<file path="config.mk">
export PLATFORM = sky130hd
export DESIGN_NAME = fetch_ctrl_flat
export DESIGN_NICKNAME = d
export VERILOG_FILES = /design/src/rtl/fetch_ctrl_pkg.sv /design/src/rtl/fetch_ctrl_if.sv /design/src/rtl/fetch_buf.sv /design/src/rtl/fetch_ctrl.sv /design/src/flat_wrapper.sv
export SDC_FILE = /design/constraint.sdc
export NUM_CORES = 1
export LEC_CHECK = 0
export ABC_AREA = 1
export CAP_MARGIN = 20
export CORE_UTILIZATION = 30
export CTS_BUF_LIST = sky130_fd_sc_hd__clkbuf_2
export DETAILED_ROUTE_END_ITERATION = 8
export PLACE_DENSITY_LB_ADDON = 0.1
export SYNTH_ARGS = -nofsm -noshare
export SYNTH_HDL_FRONTEND = slang
export SYNTH_SLANG_ARGS = --single-unit
</file>
<file path="constraint.sdc">
create_clock -name clk -period 1.4 [get_ports clk]
set_input_delay 0.28 -clock clk [delete_from_list [all_inputs] [get_ports clk]]
set_output_delay 0.28 -clock clk [all_outputs]
set_load 0.03 [all_outputs]
</file>
<file path="src/rtl/fetch_ctrl_pkg.sv">
// rtl/fetch_ctrl_pkg.sv - shared state encodings and PC constants for the fetch controller
package fetch_ctrl_pkg;

    typedef enum logic [2:0] {
        S_IDLE  = 3'd0,
        S_REQ   = 3'd1,
        S_WAIT  = 3'd2,
        S_HOLD  = 3'd3,
        S_DRAIN = 3'd4,
        S_FAULT = 3'd5
    } fetch_state_t;

    localparam logic [31:0] RESET_PC_DEFAULT = 32'h0000_0000;
    localparam logic [31:0] PC_INC           = 32'd4;

    function automatic logic [31:0] align_word(input logic [31:0] addr);
        return addr & ~32'h0000_0003;
    endfunction

endpackage

</file>
<file path="src/rtl/fetch_ctrl_if.sv">
// rtl/fetch_ctrl_if.sv - redirect, instruction-memory and decode-side signals of the fetch controller
interface fetch_ctrl_if;
    logic        stall_i;
    logic        redirect_valid_i;
    logic [31:0] redirect_pc_i;
    logic        imem_req_o;
    logic [31:0] imem_addr_o;
    logic        imem_gnt_i;
    logic        imem_rvalid_i;
    logic [31:0] imem_rdata_i;
    logic        if_valid_o;
    logic [31:0] if_inst_o;
    logic [31:0] if_pc_o;
    logic        if_ready_i;
    logic        fault_o;

    modport master (
        input  stall_i, redirect_valid_i, redirect_pc_i,
        input  imem_gnt_i, imem_rvalid_i, imem_rdata_i, if_ready_i,
        output imem_req_o, imem_addr_o, if_valid_o, if_inst_o, if_pc_o, fault_o
    );

    modport slave (
        output stall_i, redirect_valid_i, redirect_pc_i,
        output imem_gnt_i, imem_rvalid_i, imem_rdata_i, if_ready_i,
        input  imem_req_o, imem_addr_o, if_valid_o, if_inst_o, if_pc_o, fault_o
    );
endinterface

</file>
<file path="src/rtl/fetch_buf.sv">
// rtl/fetch_buf.sv - one-entry instruction/PC holding register toward decode
module fetch_buf (
    input  logic        clk,
    input  logic        rst,
    input  logic        load,
    input  logic [31:0] load_inst,
    input  logic [31:0] load_pc,
    input  logic        flush,
    input  logic        ready,
    output logic        valid,
    output logic [31:0] inst,
    output logic [31:0] pc
);
    // Flush wins over a same-cycle handshake so a redirected-away instruction is never kept.
    always_ff @(posedge clk) begin
        if (rst) begin
            valid <= 1'b0;
            inst  <= '0;
            pc    <= '0;
        end else if (flush) begin
            valid <= 1'b0;
        end else if (load) begin
            valid <= 1'b1;
            inst  <= load_inst;
            pc    <= load_pc;
        end else if (valid && ready) begin
            valid <= 1'b0;
        end
    end
endmodule

</file>
<file path="src/rtl/fetch_ctrl.sv">
// rtl/fetch_ctrl.sv - single-outstanding instruction fetch FSM; FETCH_MISALIGN_TRAP_EN enables the misaligned-redirect trap
module fetch_ctrl
    import fetch_ctrl_pkg::*;
#(
    parameter logic [31:0] RESET_PC = RESET_PC_DEFAULT
) (
    input  logic         clk,
    input  logic         rst,
    fetch_ctrl_if.master bus
);
    fetch_state_t state, state_nxt;
    logic [31:0]  pc;
    logic [31:0]  redir_pc;
    logic         redir_fault;
    logic         redir;
    logic         req;
    logic         granted;
    logic         hs;
    logic         buf_load;
    logic         buf_valid;
    logic [31:0]  buf_inst;
    logic [31:0]  buf_pc;

`ifdef FETCH_MISALIGN_TRAP_EN
    logic fault_q;
    assign redir_pc    = bus.redirect_pc_i;
    assign redir_fault = bus.redirect_valid_i && (bus.redirect_pc_i[1:0] != 2'b00);

    always_ff @(posedge clk) begin
        if (rst)              fault_q <= 1'b0;
        else if (redir_fault) fault_q <= 1'b1;
    end
    assign bus.fault_o = fault_q;
`else
    assign redir_pc    = align_word(bus.redirect_pc_i);
    assign redir_fault = 1'b0;
    assign bus.fault_o = 1'b0;
`endif

    assign redir   = bus.redirect_valid_i && !redir_fault;
    assign hs      = buf_valid && bus.if_ready_i;
    assign granted = req && bus.imem_gnt_i;

    always_ff @(posedge clk) begin
        if (rst) state <= S_IDLE;
        else     state <= state_nxt;
    end

    always_comb begin
        state_nxt = state;
        case (state)
            S_IDLE:  state_nxt = S_REQ;
            // A grant coinciding with a redirect is already in flight and must be drained.
            S_REQ:   if (granted) state_nxt = redir ? S_DRAIN : S_WAIT;
            S_WAIT:  if (redir)                   state_nxt = bus.imem_rvalid_i ? S_REQ : S_DRAIN;
                     else if (bus.imem_rvalid_i)  state_nxt = S_HOLD;
            S_HOLD:  if (redir)        state_nxt = S_REQ;
                     else if (granted) state_nxt = S_WAIT;
                     else if (hs)      state_nxt = S_REQ;
            S_DRAIN: if (bus.imem_rvalid_i) state_nxt = S_REQ;
            S_FAULT: state_nxt = S_FAULT;
            default: state_nxt = S_IDLE;
        endcase
        if (redir_fault) state_nxt = S_FAULT;
    end

    always_comb begin
        req = 1'b0;
        case (state)
            S_REQ:   req = !bus.stall_i && !redir_fault;
            S_HOLD:  req = hs && !bus.stall_i && !bus.redirect_valid_i;
            default: req = 1'b0;
        endcase
    end

    assign bus.imem_req_o  = req;
    assign bus.imem_addr_o = req ? pc : '0;

    always_ff @(posedge clk) begin
        if (rst)          pc <= RESET_PC;
        else if (redir)   pc <= redir_pc;
        else if (granted) pc <= pc + PC_INC;
    end

    // pc already advanced at grant and cannot move in WAIT without leaving it, so pc-4 is the fetched PC.
    assign buf_load = (state == S_WAIT) && bus.imem_rvalid_i && !bus.redirect_valid_i;

    fetch_buf u_buf (
        .clk       (clk),
        .rst       (rst),
        .load      (buf_load),
        .load_inst (bus.imem_rdata_i),
        .load_pc   (pc - PC_INC),
        .flush     (bus.redirect_valid_i),
        .ready     (bus.if_ready_i),
        .valid     (buf_valid),
        .inst      (buf_inst),
        .pc        (buf_pc)
    );

    assign bus.if_valid_o = buf_valid;
    assign bus.if_inst_o  = buf_inst;
    assign bus.if_pc_o    = buf_pc;
endmodule

</file>
<file path="src/flat_wrapper.sv">
// flat-port wrapper written by rule: the top's interface ports become plain ports
module fetch_ctrl_flat import fetch_ctrl_pkg::*;
#(
    parameter logic [31:0] RESET_PC = RESET_PC_DEFAULT
)
  (clk, rst, bus_stall_i, bus_redirect_valid_i, bus_redirect_pc_i, bus_imem_gnt_i, bus_imem_rvalid_i, bus_imem_rdata_i, bus_if_ready_i, bus_imem_req_o, bus_imem_addr_o, bus_if_valid_o, bus_if_inst_o, bus_if_pc_o, bus_fault_o);
  fetch_ctrl_if bus_i ();
  input  logic clk;
  input  logic rst;
  input wire logic [$bits(bus_i.stall_i)-1:0] bus_stall_i;
  input wire logic [$bits(bus_i.redirect_valid_i)-1:0] bus_redirect_valid_i;
  input wire logic [$bits(bus_i.redirect_pc_i)-1:0] bus_redirect_pc_i;
  input wire logic [$bits(bus_i.imem_gnt_i)-1:0] bus_imem_gnt_i;
  input wire logic [$bits(bus_i.imem_rvalid_i)-1:0] bus_imem_rvalid_i;
  input wire logic [$bits(bus_i.imem_rdata_i)-1:0] bus_imem_rdata_i;
  input wire logic [$bits(bus_i.if_ready_i)-1:0] bus_if_ready_i;
  output wire logic [$bits(bus_i.imem_req_o)-1:0] bus_imem_req_o;
  output wire logic [$bits(bus_i.imem_addr_o)-1:0] bus_imem_addr_o;
  output wire logic [$bits(bus_i.if_valid_o)-1:0] bus_if_valid_o;
  output wire logic [$bits(bus_i.if_inst_o)-1:0] bus_if_inst_o;
  output wire logic [$bits(bus_i.if_pc_o)-1:0] bus_if_pc_o;
  output wire logic [$bits(bus_i.fault_o)-1:0] bus_fault_o;
  assign bus_i.stall_i = bus_stall_i;
  assign bus_i.redirect_valid_i = bus_redirect_valid_i;
  assign bus_i.redirect_pc_i = bus_redirect_pc_i;
  assign bus_i.imem_gnt_i = bus_imem_gnt_i;
  assign bus_i.imem_rvalid_i = bus_imem_rvalid_i;
  assign bus_i.imem_rdata_i = bus_imem_rdata_i;
  assign bus_i.if_ready_i = bus_if_ready_i;
  assign bus_imem_req_o = bus_i.imem_req_o;
  assign bus_imem_addr_o = bus_i.imem_addr_o;
  assign bus_if_valid_o = bus_i.if_valid_o;
  assign bus_if_inst_o = bus_i.if_inst_o;
  assign bus_if_pc_o = bus_i.if_pc_o;
  assign bus_fault_o = bus_i.fault_o;
  fetch_ctrl #(.RESET_PC(RESET_PC)) u_core (.clk(clk), .rst(rst), .bus(bus_i));
endmodule
</file>
Word-level counts from Yosys, hierarchy flattened. Cells that the tools add are included. Widths: inputs -> output; s select.

Flip-flop bits (word level): 100. Input bits: 71. Output and inout bits: 99. Logic and storage cells: 48.

$add $sub $neg: 2. Equal/unequal tests: 9. Muxes and demuxes: 16. Bitwise gates (word level): 1. Reductions and logical operators: 14.

Operators with widths (number): $mux 32 (3); $add 32x3->32 const B (1); $sub 32x3->32 const B (1); $mux 3 (9); $pmux 3 s6 (1); $eq 3x2->1 const B (2); $eq 3x3->1 const B (2); $logic_and 1x1->1 (6); $ne 4x2->1 const B (1); $reduce_and 4->1 (1); $reduce_bool 2->1 (2); $eq 3x1->1 const B (1); $logic_not 3->1 (1); $ne 3x3->1 const B (1); $logic_not 1->1 (2); $mux 1 (2); $ne 2x1->1 const B (1); $ne 2x2->1 const B (1); $pmux 1 s2 (1); $reduce_and 2->1 (1); $reduce_or 2->1 (1); $not 1->1 (1).

Longest topological paths before layout. Gate-level depths: netlist (run 1).

Word-level depth: 8. Depth in mapped cells: 12. Mapped depth without buffers: 11.

Modules after synthesis. A second synthesis (run 1) with hierarchy kept.

Cells, all modules: 1033. Area total of the unflattened synthesis: 6332.3 um2.

Modules (own cells, without submodules): fetch_ctrl (instances 1, cells an instance 613, area each 3503.4 um2, sequential area each 660.6 um2); fetch_buf (instances 1, cells an instance 420, area each 2829.0 um2, sequential area each 1301.2 um2).

Worst setup path after synthesis (run 1). No wires, ideal clock.

Kind: register to output. From: reg u_core.u_buf.valid. To: out bus_imem_addr_o[10]. Arrival: 1.544 ns. Required time: 1.120 ns. Path slack: -0.424 ns. Cell stages (with the launch flop): 6. Buffers on the path: 1. Cell sequence: dfxtp_1 -> nand2_1 -> o21ai_2 -> nand2_4 -> clkbuf_1 -> nor2_1.

Word-level cells in the longest chain between the ends: 5.

RTL lines: start: declaration (RTL line fetch_buf.sv:10) `output logic valid,`; start signal: assignment (RTL line fetch_buf.sv:17) `valid <= 1'b0;`; start signal: assignment (RTL line fetch_buf.sv:21) `valid <= 1'b0;`; start signal: assignment (RTL line fetch_buf.sv:23) `valid <= 1'b1;`; $logic_and 1x1->1 (RTL line fetch_ctrl.sv:41) `assign hs = buf_valid && bus.if_ready_i;`; $logic_and 1x1->1 (2 in series) (RTL line fetch_ctrl.sv:71) `S_HOLD: req = hs && !bus.stall_i && !bus.redirect_valid_i;`; $pmux 1 s2 (RTL line fetch_ctrl.sv:69) `case (state)`; $mux 32 (RTL line fetch_ctrl.sv:77) `assign bus.imem_addr_o = req ? pc : '0;`; end: declaration (RTL line flat_wrapper.sv:18) `output wire logic [$bits(bus_i.imem_addr_o)-1:0] bus_imem_addr_o;`.

No other way between the ends.

Worst setup path in the final report (run 1).
From: reg u_core.u_buf.valid. To: out bus_imem_addr_o[16].

The elaborated chain is that of the path after synthesis.

==> results.cfg, run 1 <==
[placed_design]
placedInstanceArea_um2 = 8990
gp_congestion = 0.896
io_buffers = 162
placed_cells = 1418
dp_hpwl_mm = 16.5
pre_cts_slack_ns = -0.617

[synthesis]
synth.distinct_cells = 33
ys_seq_area_share_pct = 33.4
syn-instance-count = 930
syn_area_um2 = 5760
yosysWarnings = 0
synth_seq_cells = 96
synth.avg_cell_area_um2 = 6.19

[flow_run]
maxCapViolations = 0

[worst_setup_path]
start_kind = flop
endpoint_kind = primary output
cp_slowest_cell = dfxtp_4
cp_cell_sequence = nand2_4, o21ai_4, nand2_8, buf_6, buf_6, nor2_4, buf_6
critPathMostFrequentCell = buf_6
path_max_fanout = 5
slowest_delay_ns = 0.43
reg2regPathDepth = 13
critical_path_class = reg -> out
cp.required_ns = 1.12
crit_arrival_ns = 1.89

[clock_tree]
clockBufferDepth = 2
insertion_delay_ns = 0.64
cts.sinks = 96
path_clk_slew_ns = 0.32
cts_buffers = 9
cts_tree = yes
ctsHoldBuffers = 0
clock-root-buffer = clkbuf_2
cts_htree_levels = 3

[drt]
dr.pass1.iters = 5
vias = 6983
wl_per_cell_um = 15.4
drtIter0Drc = 407
routed_wl_mm = 22.8
viasPerCell = 4.71
drtAntennaViolNets = 0
drc_errors = 0

[pwr]
power_density_nw_per_um2 = 753
power.leakage_nw = 4.65
peakVddDrop_mv = 0.394
power_mw = 8.04

[finish]
finalNonFillerCells = 1484
nNetsFinal = 1316
syn_to_final_growth_pct = 85.3
fillCellCount = 1810
fin_area_um2 = 10700
drive_gt1_share_pct = 43.5
postLayoutCoreUtil_pct = 56.8

[sta]
rsz0062_at_grt = true
final-max-slew-violation-count = 0
finalHoldViolCount = 0
fin_skew_ns = 0.0298
fin_crit_ns = 2.17
finalSetupTns_ns = -53.89
worst_slack_ns = -0.768
fmax_mhz = 461
final-setup-viol-count = 190
period_share_pct = 155
fin_hold_ws_ns = 0.148

[worst_hold_path]
min_path_cells = 3
hold_class = in -> reg

[grt]
track_usage_pct = 22.3
grt_pass1_wl_mm = 34.4
grt_pass1_vias = 6586
grt_max_degree = 31
grt_antenna_before_repair = 1
grt-ovfl-total = 0

[floorplan]
start_util_pct = 30.7
die_height_um = 141
fp.coreArea_um2 = 18800
die_area_um2 = 19800
die_w_um = 141
num_io_pins = 170
rows = 50

[status]
status = finished, violations left
violations = negative setup slack
cells by family after synthesis:
| family | after synthesis | share of synthesized area (%) |
|---|---|---|
| AOI/OAI and AO/OA | 138 | 13.6 |
| xor gates and xnor gates | 18 | 2.74 |
| adders and majority gates | 2 | 0.435 |
| DFF | 96 | 33.4 |
| other | 1 | 0.0651 |
| and+or+nand+nor | 532 | 38.6 |
| buffers and inverters | 143 | 11.2 |
Yosys cell counts:
cell      instances  area, um2
a21oi_1          37        185
buf_6             6       67.6
nor2_4            3       33.8
nand2_2           6       37.5
nor2_8            1       20.0
nor3_2            3       30.0
o21ai_2           1       8.76
nor3_1            1       5.00
o21bai_1          3       22.5
clkbuf_2          1       5.00
buf_2            18       90.1
buf_4            11       82.6
nand4_1           9       56.3
a211oi_2          2       25.0
dfxtp_1          96       1920
nor2_2            5       31.3
o21a_1           14        105
clkbuf_1         19       71.3
ha_1              2       25.0
inv_2             8       30.0
nand2_4           2       22.5
o21ai_0          41        205
nand3_1          81        405
conb_1            1       3.75
nor2_1          209        785
inv_1            78        293
o21ai_1          26        130
a31oi_1           5       31.3
o211ai_1          7       52.6
buf_1             2       7.51
nand2_1         212        796
xor2_1           18        158
a211oi_1          2       15.0
routing by layer:
metal | share of wire (%) | vias up | global-route usage [%]
met3 | 5.2 | 28 | 5.64
met4 | 1.7 | 0 | 6.18
li1 | - | 3579 | -
met2 | 48 | 200 | 37.6
met5 | 0 | - | 0
met1 | 45 | 3176 | 28.1
state kept, by name (all words and copies together), names as in the netlist:
register / cells
u_core.u_buf.inst: 32
u_core.pc: 30
u_core.u_buf.pc: 30
u_core.state: 3
u_core.u_buf.valid: 1
cell type report:
type / instances / area [um2] / area share (%)
Clock inverter: 7 / 81.3 / 0.762
Tap cell: 234 / 293 / 2.74
Multi-Input combinational cell: 695 / 4010 / 37.6
Inverter: 86 / 350 / 3.28
Clock buffer: 9 / 45.0 / 0.422
Timing Repair Buffer: 354 / 3830 / 35.9
Sequential cell: 96 / 2050 / 19.2
Antenna cell: 2 / 5.00 / 0.0469
Timing Repair inverter: 1 / 8.76 / 0.0821
worst paths after layout:
path | endpoint | slack (ns) | from
max | bus_imem_addr_o[16] | -0.77 | u_core.u_buf.valid
min | u_core.u_buf.inst[27] | 0.15 | bus_imem_rdata_i[27]
max reg2reg | u_core.u_buf.pc[14] | -0.41 | u_core.state[0]
min reg2reg | u_core.u_buf.inst[9] | 0.53 | u_core.u_buf.inst[9]
worst max-delay path: cells and delay by family (launching register included):
family / cells / cell delay (ns)
AOI/OAI and AO/OA: 1 / 0.17
and+or+nand+nor: 3 / 0.25
buffers and inverters: 3 / 0.39
DFF: 1 / 0.43
what timing repair did:
item                       4_1_cts  5_1_grt
gates cloned                     6       10
hold endpoints to repair         0        0
setup buffers                   16       18
setup endpoints to repair      187      190
resized for setup              500      138
pin swaps                       18       40
cell usage in the layout, fill, tap and decap left out, types with 5 or more instances in the layout:
cell / instances
nand3_2: 23
a21oi_1: 24
clkdlybuf4s50_1: 68
conb_1: 5
o21ai_1: 33
clkbuf_2: 9
o21ai_0: 22
xor2_1: 16
dfxtp_1: 14
o211ai_1: 7
a21oi_2: 10
dfxtp_4: 9
inv_2: 6
clkbuf_16: 8
nand2_2: 10
inv_1: 74
buf_4: 146
nand3_1: 54
o21ai_2: 12
nand2_4: 6
buf_16: 6
nor2_2: 12
nor2_1: 154
nand2_1: 201
dfxtp_2: 73
o21a_1: 14
buf_12: 29
buf_6: 94
nand4_1: 9
nor2_4: 51
power breakdown:
| part | switching, mW | internal [mW] | leakage (nW) |
|---|---|---|---|
| clock | 1.16 | 0.314 | 0.0765 |
| sequential | 0.198 | 2.92 | 0.822 |
| combinational | 1.83 | 1.62 | 3.75 |
Power figures use the tool's default switching activity.
==> run 2: changes to the inputs <==
--- a/config.mk
+++ b/config.mk
@@ -7,7 +7,7 @@
 export LEC_CHECK = 0
 export ABC_AREA = 1
 export CAP_MARGIN = 20
-export CORE_UTILIZATION = 30
+export CORE_UTILIZATION = 45
 export CTS_BUF_LIST = sky130_fd_sc_hd__clkbuf_2
 export DETAILED_ROUTE_END_ITERATION = 8
 export PLACE_DENSITY_LB_ADDON = 0.1
==> run 2 against run 1 <==
Compared with the run above:
- the run still ends with negative setup slack left
- hold slack lost 0.018 ns
- critical path depth shrank 1
- via count grew 18%
- total power grew 7.1%
- core utilization grew 31 points
- fmax shrank 3.3%
- non-clock buffer count grew 4
- critical path type unchanged
==> results.cfg, run 2 (synthesis gave the netlist of run 1 again) <==
[worst_setup_path]
critPathBufInv = 2
crit_start = u_core.u_buf.valid
cp_cell_sequence = nand2_4, o21ai_4, nand2_8, buf_4, nor2_4, buf_6
critical_path_class = reg -> out
crit_family = flip-flops
ff2ff_setup_slack_ns = -0.46
path_max_fanout = 7
cp_slowest_cell = dfxtp_4
reg2reg_to = u_core.pc[7]
cp.required_ns = 1.12
crit_arrival_ns = 1.96
reg2regPathDepth = 10
slowest_delay_ns = 0.43
r2r-start = u_core.u_buf.valid
endpoint_kind = primary output
start_kind = flop

[grt]
grt-ovfl-total = 0
track_usage_pct = 35.0
grt_pass1_vias = 7112
grt_pass1_wl_mm = 35.5
grt_max_degree = 34
grt_antenna_before_repair = 0

[placed_design]
placedInstanceArea_um2 = 8700
dp_hpwl_mm = 15.4
io_buffers = 162
gp_congestion = 1.00

[floorplan]
die_height_um = 115
die_w_um = 115
fp.coreArea_um2 = 12300
rows = 40
num_io_pins = 170
start_util_pct = 47.0
die_area_um2 = 13300

[finish]
fillCellCount = 585
top_regs = u_core.u_buf.inst: 32 flops, u_core.pc: 30 flops, u_core.u_buf.pc: 30 flops
largest_reg_flops = 32
syn_to_final_growth_pct = 88.0
final_cell_mix = nand2_1 (190), nor2_1 (143), buf_4 (141)
layout.cells.most_common = nand2_1
fin_area_um2 = 10800
nNetsFinal = 1321
top_register = u_core.u_buf.inst
diodes = 0
drive_gt1_share_pct = 48.7

[clock_tree]
cts_htree_levels = 3
cts_tree = yes
insertion_delay_ns = 0.68
path_clk_slew_ns = 0.33
ctsHoldBuffers = 0
clock-root-buffer = clkbuf_2
cts.sinks = 96
cts_buffers = 9
clockBufferDepth = 2

[pwr]
power.leakage_nw = 4.72
power_density_nw_per_um2 = 795
peakVddDrop_mv = 0.841
power_mw = 8.61

[drt]
drtAntennaViolNets = 0
dr.pass1.iters = 6
viasPerCell = 5.82
vias = 8266
drtIter0Drc = 1008
drc_errors = 0
routed_wl_mm = 28.9
wl_per_cell_um = 20.3

[sta]
worst_slack_ns = -0.841
fin_crit_ns = 2.24
slew-limit-headroom_pct = 55.5
finalHoldViolCount = 0
final-max-slew-violation-count = 0
period_share_pct = 160
fmax_mhz = 446
worstMarginPinSlew_ns = 0.667
final-setup-viol-count = 190
fin_skew_ns = 0.0601
rsz0062_at_grt = true

[flow_run]
maxCapViolations = 0

[worst_hold_path]
min_path_cells = 3
hold_class = in -> reg
holdPathEnd = u_core.u_buf.inst[7]
worstHoldStart = bus_imem_rdata_i[7]

[status]
status = finished, violations left
violations = negative setup slack
run 2: cell types whose count changed in the layout (fill, tap and decap cells not counted), sizes merged:
cell,before,now
clkinvlp,0,1
clkinv,3,4
dlymetal6s2s,0,1
clkbuf,17,16
nand2,220,222
bufinv,0,1
inv,91,86
buf,278,284
clkdlybuf4s50,68,67
diode,2,0
run 2: how the worst max path moves through the flow:
stage                     cells after the start             endpoint
after floorplan                               5  bus_imem_addr_o[10]
after global placement                        6  bus_imem_addr_o[11]
after detailed placement                      6  bus_imem_addr_o[11]
after CTS                                     6  bus_imem_addr_o[11]
after global routing                          6  bus_imem_addr_o[10]
final                                         6  bus_imem_addr_o[10]
run 2: stage by stage:
stage	TNS (ns)	hold slack (ns)	utilization [%]	worst slack (ns)	instances
global route	-66.12	0.129	88.3	-0.878	1421
detailed placement	-58.56	0.488	71.0	-0.595	1347
CTS	-58.20	0.185	80.1	-0.741	1394
floorplan	-1.73	0.415	-	-0.0611	934
global placement	-55.92	0.477	71.0	-0.573	1347
finish	-59.02	0.130	88.3	-0.841	1421
run 2: final cells by class:
class	instances	area (um2)	area share, %
Clock buffer	10	50.0	0.462
Timing Repair Buffer	358	3810	35.2
Multi-Input combinational cell	697	4280	39.5
Tap cell	168	210	1.94
Sequential cell	96	2050	18.9
Clock inverter	6	68.8	0.636
Inverter	86	367	3.39
run 2: metal layers:
metal / share of wire (%) / GRT usage (%)
met5: 0 / 0
met4: 7.4 / 15.5
met3: 10 / 7.17
met2: 47 / 61.0
met1: 35 / 41.6
run 2: where the power goes:
group	switching, mW	internal [mW]
Clock	1.12	0.431
Sequential	0.220	2.92
Combinational	2.20	1.73
Total	3.53	5.08
run 2: worst reg2reg max path, stage by stage (launching register included):
cell and delay [ns]:
dfxtp_4 0.43, nand2_4 0.06, o21ai_4 0.22, nand2_8 0.16, buf_6 0.17, buf_6 0.12, nor2_8 0.10, buf_6 0.15
nand2_1 0.07, xor2_1 0.15, a21oi_1 0.16
run 2: timing repair:
action / 4_1_cts / 5_1_grt
gates cloned: 10 / 6
resized for setup: 634 / 200
setup buffers: 21 / 30
endpoints found under the hold margin: 0 / 0
setup endpoints to repair: 187 / 190
pin swaps: 21 / 78
==> run 3: changes to the inputs <==
--- a/config.mk
+++ b/config.mk
@@ -11,6 +11,7 @@
 export CTS_BUF_LIST = sky130_fd_sc_hd__clkbuf_2
 export DETAILED_ROUTE_END_ITERATION = 8
 export PLACE_DENSITY_LB_ADDON = 0.1
+export SLEW_MARGIN = 20
 export SYNTH_ARGS = -nofsm -noshare
 export SYNTH_HDL_FRONTEND = slang
 export SYNTH_SLANG_ARGS = --single-unit
==> results of run 3 <==
The final DEF is identical to that of run 2; final timing and power are the same.
